[src/rtl/nand_logic_sequencer.sv]
// Multi-cycle bitwise logic unit: every 2-input op is built from repeated passes
// through one shared NAND array, with results staged in scratch registers T0-T2.
module nand_logic_sequencer #(
    parameter int WIDTH = 32
) (
    input  logic             clk,
    input  logic             rst,
    input  logic             in_valid,
    output logic             in_ready,
    input  logic [2:0]       op,
    input  logic [WIDTH-1:0] in_a,
    input  logic [WIDTH-1:0] in_b,
    output logic             out_valid,
    input  logic             out_ready,
    output logic [WIDTH-1:0] out_c,
    output logic             busy
);

    typedef enum logic [1:0] {IDLE, RUN, DONE} state_e;
    typedef enum logic [2:0] {SRC_A, SRC_B, SRC_T0, SRC_T1, SRC_T2, SRC_R} src_e;
    typedef enum logic [1:0] {DST_T0, DST_T1, DST_T2, DST_R} dst_e;

    state_e           state, state_nxt;
    logic [2:0]       step;
    logic [2:0]       op_r;
    logic [WIDTH-1:0] a_r, b_r, t0_r, t1_r, t2_r, r_r;

    src_e             sel_x, sel_y;
    dst_e             dst;
    logic [WIDTH-1:0] x, y, nand_out;

    // Pass schedule: which operands feed the array and where its output lands.
    always_comb begin
        sel_x = SRC_A;
        sel_y = SRC_A;
        dst   = DST_R;
        case (op_r)
            3'd0: begin sel_x = SRC_A; sel_y = SRC_B; dst = DST_R; end
            3'd1: begin
                case (step)
                    3'd0:    begin sel_x = SRC_A;  sel_y = SRC_B;  dst = DST_T0; end
                    default: begin sel_x = SRC_T0; sel_y = SRC_T0; dst = DST_R;  end
                endcase
            end
            3'd2, 3'd3: begin
                case (step)
                    3'd0:    begin sel_x = SRC_A;  sel_y = SRC_A;  dst = DST_T0; end
                    3'd1:    begin sel_x = SRC_B;  sel_y = SRC_B;  dst = DST_T1; end
                    3'd2:    begin
                        sel_x = SRC_T0;
                        sel_y = SRC_T1;
                        dst   = (op_r == 3'd3) ? DST_T2 : DST_R;
                    end
                    default: begin sel_x = SRC_T2; sel_y = SRC_T2; dst = DST_R;  end
                endcase
            end
            3'd4, 3'd5: begin
                case (step)
                    3'd0:    begin sel_x = SRC_A;  sel_y = SRC_B;  dst = DST_T0; end
                    3'd1:    begin sel_x = SRC_A;  sel_y = SRC_T0; dst = DST_T1; end
                    3'd2:    begin sel_x = SRC_B;  sel_y = SRC_T0; dst = DST_T2; end
                    3'd3:    begin
                        sel_x = SRC_T1;
                        sel_y = SRC_T2;
                        dst   = (op_r == 3'd5) ? DST_T0 : DST_R;
                    end
                    default: begin sel_x = SRC_T0; sel_y = SRC_T0; dst = DST_R;  end
                endcase
            end
            3'd6: begin sel_x = SRC_A; sel_y = SRC_A; dst = DST_R; end
            default: begin
                case (step)
                    3'd0:    begin sel_x = SRC_A;  sel_y = SRC_A;  dst = DST_T0; end
                    default: begin sel_x = SRC_T0; sel_y = SRC_T0; dst = DST_R;  end
                endcase
            end
        endcase
    end

    always_comb begin
        x = a_r;
        case (sel_x)
            SRC_A:   x = a_r;
            SRC_B:   x = b_r;
            SRC_T0:  x = t0_r;
            SRC_T1:  x = t1_r;
            SRC_T2:  x = t2_r;
            SRC_R:   x = r_r;
            default: x = a_r;
        endcase
    end

    always_comb begin
        y = a_r;
        case (sel_y)
            SRC_A:   y = a_r;
            SRC_B:   y = b_r;
            SRC_T0:  y = t0_r;
            SRC_T1:  y = t1_r;
            SRC_T2:  y = t2_r;
            SRC_R:   y = r_r;
            default: y = a_r;
        endcase
    end

    assign nand_out = ~(x & y);

    always_comb begin
        state_nxt = state;
        case (state)
            IDLE:    if (in_valid)      state_nxt = RUN;
            RUN:     if (dst == DST_R)  state_nxt = DONE;
            DONE:    if (out_ready)     state_nxt = IDLE;
            default:                    state_nxt = IDLE;
        endcase
    end

    always_comb begin
        in_ready  = 1'b0;
        out_valid = 1'b0;
        busy      = 1'b1;
        case (state)
            IDLE: begin
                in_ready = 1'b1;
                busy     = 1'b0;
            end
            DONE:    out_valid = 1'b1;
            default: ;
        endcase
    end

    assign out_c = r_r;

    always_ff @(posedge clk or posedge rst) begin
        if (rst) begin
            state <= IDLE;
            step  <= '0;
            op_r  <= '0;
            a_r   <= '0;
            b_r   <= '0;
            t0_r  <= '0;
            t1_r  <= '0;
            t2_r  <= '0;
            r_r   <= '0;
        end else begin
            state <= state_nxt;
            if (state == IDLE && in_valid) begin
                a_r  <= in_a;
                b_r  <= in_b;
                op_r <= op;
                step <= '0;
            end else if (state == RUN) begin
                step <= step + 3'd1;
                case (dst)
                    DST_T0:  t0_r <= nand_out;
                    DST_T1:  t1_r <= nand_out;
                    DST_T2:  t2_r <= nand_out;
                    default: r_r  <= nand_out;
                endcase
            end
        end
    end

endmodule

[config.mk]
export PLATFORM = sky130hd
export DESIGN_NAME = nand_logic_sequencer
export DESIGN_NICKNAME = d
export VERILOG_FILES = /design/src/rtl/nand_logic_sequencer.sv
export SDC_FILE = /design/constraint.sdc
export NUM_CORES = 1
export LEC_CHECK = 0
export CORE_MARGIN = 2
export CORE_UTILIZATION = 45
export CTS_CLUSTER_DIAMETER = 60
export DETAILED_ROUTE_END_ITERATION = 12
export GPL_TIMING_DRIVEN = 0
export PLACE_DENSITY = 0.65
export RECOVER_POWER = 25
export SLEW_MARGIN = 20
export SYNTH_ARGS = -nofsm -noshare
export SYNTH_HDL_FRONTEND = slang
export SYNTH_SLANG_ARGS = --single-unit
export TNS_END_PERCENT = 100
[constraint.sdc]
create_clock -name clk -period 10.2 [get_ports clk]
set_clock_uncertainty 0.15 [all_clocks]
set_input_delay 2.04 -clock clk [delete_from_list [all_inputs] [get_ports clk]]
set_output_delay 2.04 -clock clk [all_outputs]
set_load 0.005 [all_outputs]
==> impl_metrics.json, run 1 <==
{
  "wirelength_mm": 35.7,
  "syn_nets": 1086,
  "multiInputGateArea_um2": 5070,
  "met2_length_mm": 16.0,
  "detailed_place_hpwl_mm": 23.7,
  "ctsHoldBuffers": 0,
  "drt-met1-wl_mm": 14.9,
  "timing.rr.end": "t0_r[2]$_DFFE_PP0P_",
  "maxCapViolations": 1,
  "path_delay_family": "buffers and inverters",
  "fmax_mhz": 182,
  "slowest_stage": "clkinvlp_2",
  "diodes": 0,
  "grt_pass1_wl_mm": 55.2,
  "regArea_um2": 5000,
  "drive_gt1_frac": 0.159,
  "rows": 55,
  "clkSlewWorstSetupHoldPaths_ns": 0.07,
  "pin_count": 106,
  "drtPass1Iterations": 8,
  "synth_edf_count": 0,
  "slew_headroom": -1.96,
  "cp.required_ns": 9.83,
  "min_to": "a_r[2]$_DFFE_PP0P_",
  "synth_area_leaders": "dfrtp_1 (48%), mux2_2 (8.1%), nor2_1 (4.8%)",
  "dr_wl_met3_mm": 3.46,
  "synth_most_common_cell": "dfrtp_1",
  "r2r_setup_slack_ns": 6.27,
  "num_vias": 9366,
  "synth_cells": 1009,
  "drc": 0,
  "worst_slew_pin_slew_ns": 4.41,
  "critical_path_buf_inv_count": 2,
  "finalCritPeriodShare": 0.538,
  "io_buffers": 105,
  "tritoncts": "built",
  "synth-seq-cells": 200,
  "top_layer": "met4",
  "final-hold-violation-count": 0,
  "synthTopCellsByCount": "dfrtp_1 (200), nor2_1 (136), a21oi_1 (97)",
  "worstSetupPathType": "in2async",
  "cts_buffers": 17,
  "drtIter0Drc": 1170,
  "nFillCells": 2065,
  "via_per_inst": 6.42,
  "arrival_ns": 5.12,
  "grt_max_degree": 105,
  "grt_pass1_vias": 9419,
  "synth_warnings": 0,
  "whs_ns": 0.361,
  "die_height_um": 157,
  "gr-total-overflow": 0,
  "final_antenna_net_count": 0,
  "die_w_um": 157,
  "antenna_found_initial": 0,
  "cts_max_level": 4,
  "syn_area_um2": 10500,
  "worstSetupStartpointType": "input pin",
  "synth.avg_cell_area_um2": 10.4,
  "netlist.area_leader.share": 0.475,
  "synth_ff_type": "dfrtp_1",
  "period_minus_slack_ns": 5.49,
  "slowest_delay_ns": 2.47,
  "clk_path_buf_depth": 2,
  "cts_sinks": 200,
  "path_max_fanout": 97,
  "post_cts_buffers": 0,
  "hp-class": "reg2reg",
  "avgRoutedWirePerCell_um": 24.4,
  "critPathCaptureType": "asynchronous set/reset pin",
  "async_flop_share": 1.00,
  "synth_cell_type_count": 59,
  "regToRegStartpoint": "step[2]$_DFFE_PP0P_",
  "yosysSeqAreaShare": 0.475,
  "track_usage": 0.297,
  "whs_path_depth": 1,
  "rr_worst_depth": 10,
  "initial_core_util": 0.462,
  "status": "complete, but fails checks",
  "rsz0062_at_grt": "false",
  "gp_congestion": 0.948,
  "finalNetCount": 1211,
  "core_um2": 22800,
  "fp.dieArea_um2": 24600,
  "hold_start": "a_r[2]$_DFFE_PP0P_",
  "violations": "max-capacitance violations, max-slew violations",
  "finalSetupViolCount": 0,
  "areaGrowthSynthToFinish_pct": 19.6,
  "clock_latency_ns": 0.45,
  "final_max_slew_viol_count": 97,
  "final.setup.tns_ns": 0,
  "cts_root_buf": "clkbuf_16",
  "yosysTopAreaCell": "dfrtp_1",
  "worstPathCellList": "dlygate4sd3_1, clkinvlp_2",
  "ctsResizeCount": 0
}
-- metal layers --
| metal | up-vias | GRT usage |
|---|---|---|
| met5 | - | 0 |
| met4 | 0 | 0.127 |
| met3 | 94 | 0.0597 |
| met2 | 545 | 0.456 |
| met1 | 4656 | 0.412 |
| li1 | 4071 | - |
-- worst max path at each step --
stage	from	cells past startpoint	slack (ns)	to
2_1_floorplan	rst	1	2.56	a_r[0]$_DFFE_PP0P_
3_3_place_gp	rst	2	-0.24	out_c[19]$_DFFE_PP0P_
3_5_place_dp	in_valid	6	5.11	b_r[13]$_DFFE_PP0P_
4_1_cts	in_valid	6	5.57	b_r[13]$_DFFE_PP0P_
5_1_grt	rst	2	4.05	b_r[30]$_DFFE_PP0P_
6_report	rst	2	4.71	t0_r[29]$_DFFE_PP0P_
-- cell families (layout without fill, tap and decap cells) --
group	after synthesis	count (layout)	share of synthesized area
buffers and inverters	101	239	0.0435
flip-flops	200	200	0.475
AO/OA/AOI/OAI	336	336	0.236
multiplexers	119	119	0.125
adder cells (fa/ha/maj)	6	6	0.00713
AND/OR/NAND/NOR	247	247	0.113
-- through the flow --
stage / util / area (um2) / setup WS (ns) / std cells
floorplan: - / 10500 / 2.56 / 1009
global placement: 0.526 / 12000 / -0.244 / 1427
detailed placement: 0.527 / 12000 / 5.11 / 1428
CTS: 0.553 / 12600 / 5.57 / 1460
global route: 0.553 / 12600 / 4.05 / 1460
finish: 0.553 / 12600 / 4.71 / 1460
-- final cells by class --
type / instances / share of cell area
Clock inverter: 13 / 0.0110
Timing Repair Buffer: 106 / 0.0856
Sequential cell: 200 / 0.397
Inverter: 6 / 0.00189
Multi-Input combinational cell: 708 / 0.403
Clock buffer: 19 / 0.0360
Buffer: 95 / 0.0346
Tap cell: 313 / 0.0311
-- state kept, by name, summed over array words and instances (netlist names) --
signal,cells
t2_r,32
b_r,32
t1_r,32
step,3
state,2
a_r,32
out_c,32
op_r,3
t0_r,32
-- cell usage in the layout (no fill, tap or decap), types with 3 or more instances in the layout --
cell,n
a211oi_1,8
a211oi_2,16
a21o_1,15
a21oi_1,97
a221oi_1,12
a222oi_1,18
a22oi_1,14
a2bb2oi_1,14
a311oi_2,9
a31oi_1,80
buf_1,12
buf_2,18
buf_4,7
buf_6,4
clkbuf_1,54
clkbuf_16,17
clkdlybuf4s50_1,103
clkinv_4,3
dfrtp_1,200
ha_1,6
inv_1,5
inv_6,3
mux2_1,4
mux2_2,76
mux2_4,5
mux2i_1,34
nand2_1,29
nand2b_1,7
nand3_1,25
nand3b_1,3
nand4_1,21
nor2_1,136
nor2b_1,4
nor3_1,3
nor4_4,3
o2111a_1,20
o21ai_0,16
Power of run 1 is not shown: default switching activity piles up to over one toggle a cycle in this logic, so the estimate is an artifact.
==> run 2, diff against run 1 <==
PLACE_DENSITY = 0.68   (was 0.65)
clock period = 4.8 ns   (was 10.2 ns; I/O delays follow)
==> impl_metrics.json, run 2 (synthesis results as in run 1) <==
{
  "track_usage": 0.295,
  "io_buffers": 105,
  "final_max_slew_viol_count": 65,
  "final.setup.tns_ns": 0,
  "wirelength_mm": 35.4,
  "avgRoutedWirePerCell_um": 24.2,
  "slowest_delay_ns": 0.71,
  "rows": 55,
  "finalNetCount": 1217,
  "fp.dieArea_um2": 24600,
  "violations": "max-capacitance violations, max-slew violations",
  "crit_top_cell": "buf_2",
  "final_cells": 1466,
  "hp-class": "reg2reg",
  "final_antenna_net_count": 0,
  "drtIter0Drc": 1199,
  "cts_buffers": 17,
  "clk_path_buf_depth": 2,
  "initial_core_util": 0.462,
  "fmax_mhz": 260,
  "drtPass1Iterations": 9,
  "grt_pass1_wl_mm": 54.5,
  "cts_root_buf": "clkbuf_16",
  "clock_latency_ns": 0.44,
  "finalSetupViolCount": 0,
  "status": "complete, but fails checks",
  "slew_headroom": -0.221,
  "critical_path_buf_inv_count": 4,
  "fin_area_um2": 12600,
  "slowest_stage": "a221oi_4",
  "gr-total-overflow": 0,
  "path_max_fanout": 10,
  "drive_gt1_frac": 0.159,
  "critPathCaptureType": "register",
  "dp.cells": 1434,
  "period_minus_slack_ns": 3.85,
  "cts_sinks": 200,
  "path_delay_family": "compound AO/OA/AOI/OAI gates",
  "tritoncts": "built",
  "drc": 0,
  "antenna_found_initial": 0,
  "ctsHoldBuffers": 0,
  "clkSlewWorstSetupHoldPaths_ns": 0.08,
  "maxCapViolations": 2,
  "diodes": 0,
  "num_vias": 9405,
  "post_cts_buffers": 0,
  "layout_commonest_cell": "dfrtp_1",
  "arrival_ns": 4.07,
  "finalCritPeriodShare": 0.802,
  "cts_max_level": 4,
  "placed_area_um2": 12100,
  "grt_pass1_vias": 9302,
  "die_height_um": 157,
  "rsz0062_at_grt": "false",
  "pin_count": 106,
  "final_cell_mix": "dfrtp_1 (200), nor2_1 (136), clkdlybuf4s50_1 (103)",
  "worstSetupStartpointType": "register",
  "gp_congestion": 0.942,
  "areaGrowthSynthToFinish_pct": 19.6,
  "die_w_um": 157,
  "detailed_place_hpwl_mm": 24.2,
  "via_per_inst": 6.42,
  "worstSetupPathType": "reg2reg",
  "cp.required_ns": 5.02,
  "worst_slew_pin_slew_ns": 1.83,
  "worstPathCellList": "buf_2, clkbuf_1, inv_1, ha_1, a221oi_4, nand4_1, buf_2, a31oi_1, a311oi_2, a21oi_1",
  "ctsResizeCount": 0,
  "core_um2": 22800,
  "final-hold-violation-count": 0,
  "grt_max_degree": 35
}
==> run 2: layout make-up <==
cell class,count,area [um2]
Fill cell,2035,10200
Timing Repair Buffer,112,1100
Inverter,6,23.8
Sequential cell,200,5000
Tap cell,313,392
Multi-Input combinational cell,708,5070
Buffer,95,435
Clock inverter,11,116
Clock buffer,21,450
==> run 2: path summary, 6_finish.rpt <==
path,startpoint,end,slack (ns),cells after the start
max in group asynchronous,rst,b_r[15]$_DFFE_PP0P_,1.01,5
setup / recovery,step[2]$_DFFE_PP0P_,out_c[23]$_DFFE_PP0P_,0.95,10
min in group asynchronous,rst,op_r[1]$_DFFE_PP0P_,0.83,2
hold / removal,a_r[0]$_DFFE_PP0P_,a_r[0]$_DFFE_PP0P_,0.37,1
hold reg to reg,a_r[0]$_DFFE_PP0P_,a_r[0]$_DFFE_PP0P_,0.37,1
setup reg to reg,step[2]$_DFFE_PP0P_,out_c[23]$_DFFE_PP0P_,0.95,10
==> run 2: routing by layer <==
layer | GRT usage | wire length (um)
met5 | 0 | 0
met4 | 0.111 | 1240
met3 | 0.0727 | 3700
met2 | 0.456 | 16100
met1 | 0.402 | 14300
==> run 2: worst reg2reg max path, delay by kind of cell, from the launching register on <==
family / cells / cell delay, ns
compound gates: 4 / 1.44
fa+ha+maj: 1 / 0.28
buf+inv: 4 / 1.04
flops: 1 / 0.32
simple gates: 1 / 0.56
==> run 2: per-stage QoR <==
step / util / hold slack (ns) / setup WS [ns]
3_3_place_gp: 0.526 / 0.341 / -0.547
5_1_grt: 0.553 / 0.380 / 0.520
4_1_cts: 0.557 / 0.365 / 1.08
6_report: 0.553 / 0.365 / 0.948
2_1_floorplan: - / 0.331 / 1.10
3_5_place_dp: 0.532 / 0.346 / 0.822
Power of run 2 is left out for the same reason.
==> patch, RTL diff (settings of run 2) <==
Set the parameter `WIDTH` to 64 (it was 32).
--- a/src/rtl/nand_logic_sequencer.sv
+++ b/src/rtl/nand_logic_sequencer.sv
@@ -1,7 +1,7 @@
 // Multi-cycle bitwise logic unit: every 2-input op is built from repeated passes
 // through one shared NAND array, with results staged in scratch registers T0-T2.
 module nand_logic_sequencer #(
-    parameter int WIDTH = 32
+    parameter int WIDTH = 64
 ) (
     input  logic             clk,
     input  logic             rst,
Interface: changed (resized in_a, in_b and out_c); port bits go from 106 to 202. No check against the original RTL was run, so the function may have changed too.
==> patch against run 2 <==
The run still ends with max-capacitance violations, max-slew violations left. Synthesized area increased by 95%. Sequential cell count increased by 192. Via count increased by 90%. Cell area increased by 99%. Routed wire length increased by 92%. Global-route usage decreased by 1.1 points. Setup slack got worse by 0.0077 ns. Count of clock-buffer cells in the layout increased by 46.
==> patch: results (changes against run 2) <==
----------------------------------------------------
[Yosys]
  Number of distinct library cells after synthesis ... 50 (was 59)
  FFs w/ async S/R, synth ... 100% (unchanged)
  Proportion of synthesized chip area in sequential cells ... 47.7% (was 47.5%)
  Synth warnings ... 0 (unchanged)
  Commonest cells in the synthesized netlist ... dfrtp_1, nor2_1, a31oi_1 (was dfrtp_1, nor2_1, a21oi_1)
  Cell types with the largest area share after synthesis ... dfrtp_1, mux2_2, a31oi_1 (was dfrtp_1, mux2_2, nor2_1)
  Primary flip-flop cell chosen by synthesis mapping ... dfrtp_1 (unchanged)
  Total nets after synthesis ... 2021 (was 1086)
  EDFF count, synth ... 0 (unchanged)
  Portion of synthesized cell area occupied by the leading cell type ... 47.7% (was 47.5%)

[Placed design]
  Post-Place Setup Slack ... 0.418 ns (was 0.822 ns)
  DPL Wire Length ... 45400 um (was 24200 um)
  Placer Congestion ... 0.879 (was 0.942)
  Instance area after placement ... 23600 um^2 (was 12100 um^2)
  Number of port buffers ... 201 (was 105)

[Clocking]
  Insertion delay to the later sink of the worst-skew pair ... 0.60 ns (was 0.44 ns)
  CTS-repair resized insts ... 0 (unchanged)
  CTS clk-pin slew, worst paths ... 0.06 ns (was 0.08 ns)
  Num CTS Buffers ... 46 (was 17)
  Buffers inserted during post-CTS setup optimization ... 0 (unchanged)
  CTS HTree Levels ... 2 (was 4)
  Cell at the root of the clock tree ... clkbuf_16 (unchanged)
  Clock tree buffer depth ... 3 (was 2)

[Global routing]
  All-Layer GR Usage ... 28.4% (was 29.5%)
  Antenna violations before repair ... 1 (was 0)
  Number of global-route vias before repair ... 18200 (was 9302)
  Pin count of the biggest net entering global routing ... 36 (was 35)
  First-pass GRT wire length ... 105000 um (was 54500 um)

[Power and ir drop]
  Leakage ... 9.67 nW
  Max IR drop VDD ... 0.453 mV
  Switching share of power ... 46.4%

[Route]
  Starting DRT DRC Count ... 1977 (was 1199)
  Via total after detailed routing ... 17800 (was 9405)
  Wire per inst ... 24.5 um (was 24.2 um)
  1st-pass router iterations ... 6 (was 9)

[Final layout]
  Filler cells ... 3950 (was 2035)
  Seq. cell area ... 9810 um^2 (was 5000 um^2)
  Final-stage net count ... 2283 (was 1217)
  Proportion of layout cells with a drive suffix above 1 ... 20.4% (was 15.9%)
  Antenna Cells ... 0 (unchanged)

[Hold path]
  Class of the tightest hold or removal check ... flip-flop to flip-flop (unchanged)

[Status]
  Failing checks ... max-capacitance violations, max-slew violations (unchanged)
  Outcome ... complete, but fails checks (unchanged)

[Critical path]
  Largest stage delay, worst path ... 0.78 ns (was 0.71 ns)
  Maximum fanout along the worst path ... 10 (unchanged)
  Critical Path Slowest Stage Cell ... clkbuf_1 (was a221oi_4)
  Cell type group with the largest total delay on the critical path ... buffers and inverters (was compound AO/OA/AOI/OAI gates)

[Timing]
  Slew Limit Headroom ... -18.9% (was -22.1%)
  # setup viols final ... 0 (unchanged)
  Max-slew violation count ... 60 (was 65)

[Run]
  Reported max-cap violation count ... 2 (unchanged)

----------------------------------------------------
==> patch: changes by cell type after synthesis, sizes merged, moves of 31 or more <==
cell / delta
mux2i: +31
mux2: +109
a32oi: +62
nand2b: +62
a21oi: -93
a2bb2oi: +50
dfrtp: +192
nor2: +129
a22oi: +51
a31oi: +177
o21ai: +52
a221oi: +51
or3: +64
clkbuf: +75
==> patch: area by class of cell <==
class / instances / share of cell area, %
clock inverters: 14 / 0.852
clock buffers: 67 / 5.42
well taps: 600 / 2.99
flip-flops and latches: 392 / 39.1
multi-input cells: 1301 / 39.8
inverters: 8 / 0.125
plain buffers: 179 / 2.95
repair buffers: 214 / 8.82
==> patch: through the flow <==
| stage | instances | power (mW) | hold WS, ns |
|---|---|---|---|
| after global placement | 2681 | 18.6 | 0.369 |
| after global routing | 2775 | 24.2 | 0.404 |
| after detailed placement | 2694 | 19.0 | 0.370 |
| after CTS | 2775 | 22.7 | 0.385 |
| final | 2775 | 23.0 | 0.381 |
| after floorplan | 1880 | 15.0 | 0.332 |
==> patch: kinds of logic (layout without fill, tap and decap cells) <==
logic type	after synthesis	count (layout)	synth area share, %
AOI/OAI and AO/OA	606	606	24.5
adders and majority gates	6	6	0.365
buffers and inverters	187	482	3.75
DFF	392	392	47.7
muxes	259	259	13.8
and+or+nand+nor	430	430	9.91
==> patch: worst register-to-register path, cell delays in order (launching register included) <==
cell and delay (ns):
dfrtp_1 0.45, clkbuf_1 0.36, inv_1 0.12, ha_1 0.27, or3_1 0.32, o22ai_1 0.19
clkbuf_1 0.66, clkbuf_1 0.46, or3_1 0.17, a22oi_1 0.07, o21ai_0 0.25, a31oi_1 0.17
==> patch: worst paths after layout <==
| check | slack, ns | depth (start not counted) | to | start |
|---|---|---|---|---|
| worst min register to register | 0.38 | 1 | a_r[13] | a_r[13] |
| worst max-delay path | 0.94 | 6 | b_r[53] | in_valid |
| min in group asynchronous | 0.79 | 2 | a_r[54] | rst |
| worst max register to register | 0.97 | 11 | t2_r[29] | step[2] |
| max in group asynchronous | 1.19 | 5 | step[1] | rst |
| worst min-delay path | 0.38 | 1 | a_r[13] | a_r[13] |
==> patch: per-layer routing <==
layer  part of all wire [%]  wire length, um  vias to the layer above  global-route usage [%]
met2                     46            31200                     1005                    44.6
met5                      0                0                        -                       0
met3                    9.3             6310                      192                    6.03
li1                       -                -                     7722                       -
met1                     41            27600                     8920                    38.0
met4                    4.1             2770                        0                    12.7
==> patch: power by group through the flow <==
stage | Combinational (mW) | Sequential [mW] | Clock [mW]
floorplan | 9.27 | 5.70 | 0
global placement | 12.6 | 6.06 | 0
detailed placement | 12.9 | 6.14 | 0
CTS | 12.9 | 6.09 | 3.71
global route | 14.1 | 6.30 | 3.85
finish | 13.2 | 6.12 | 3.67
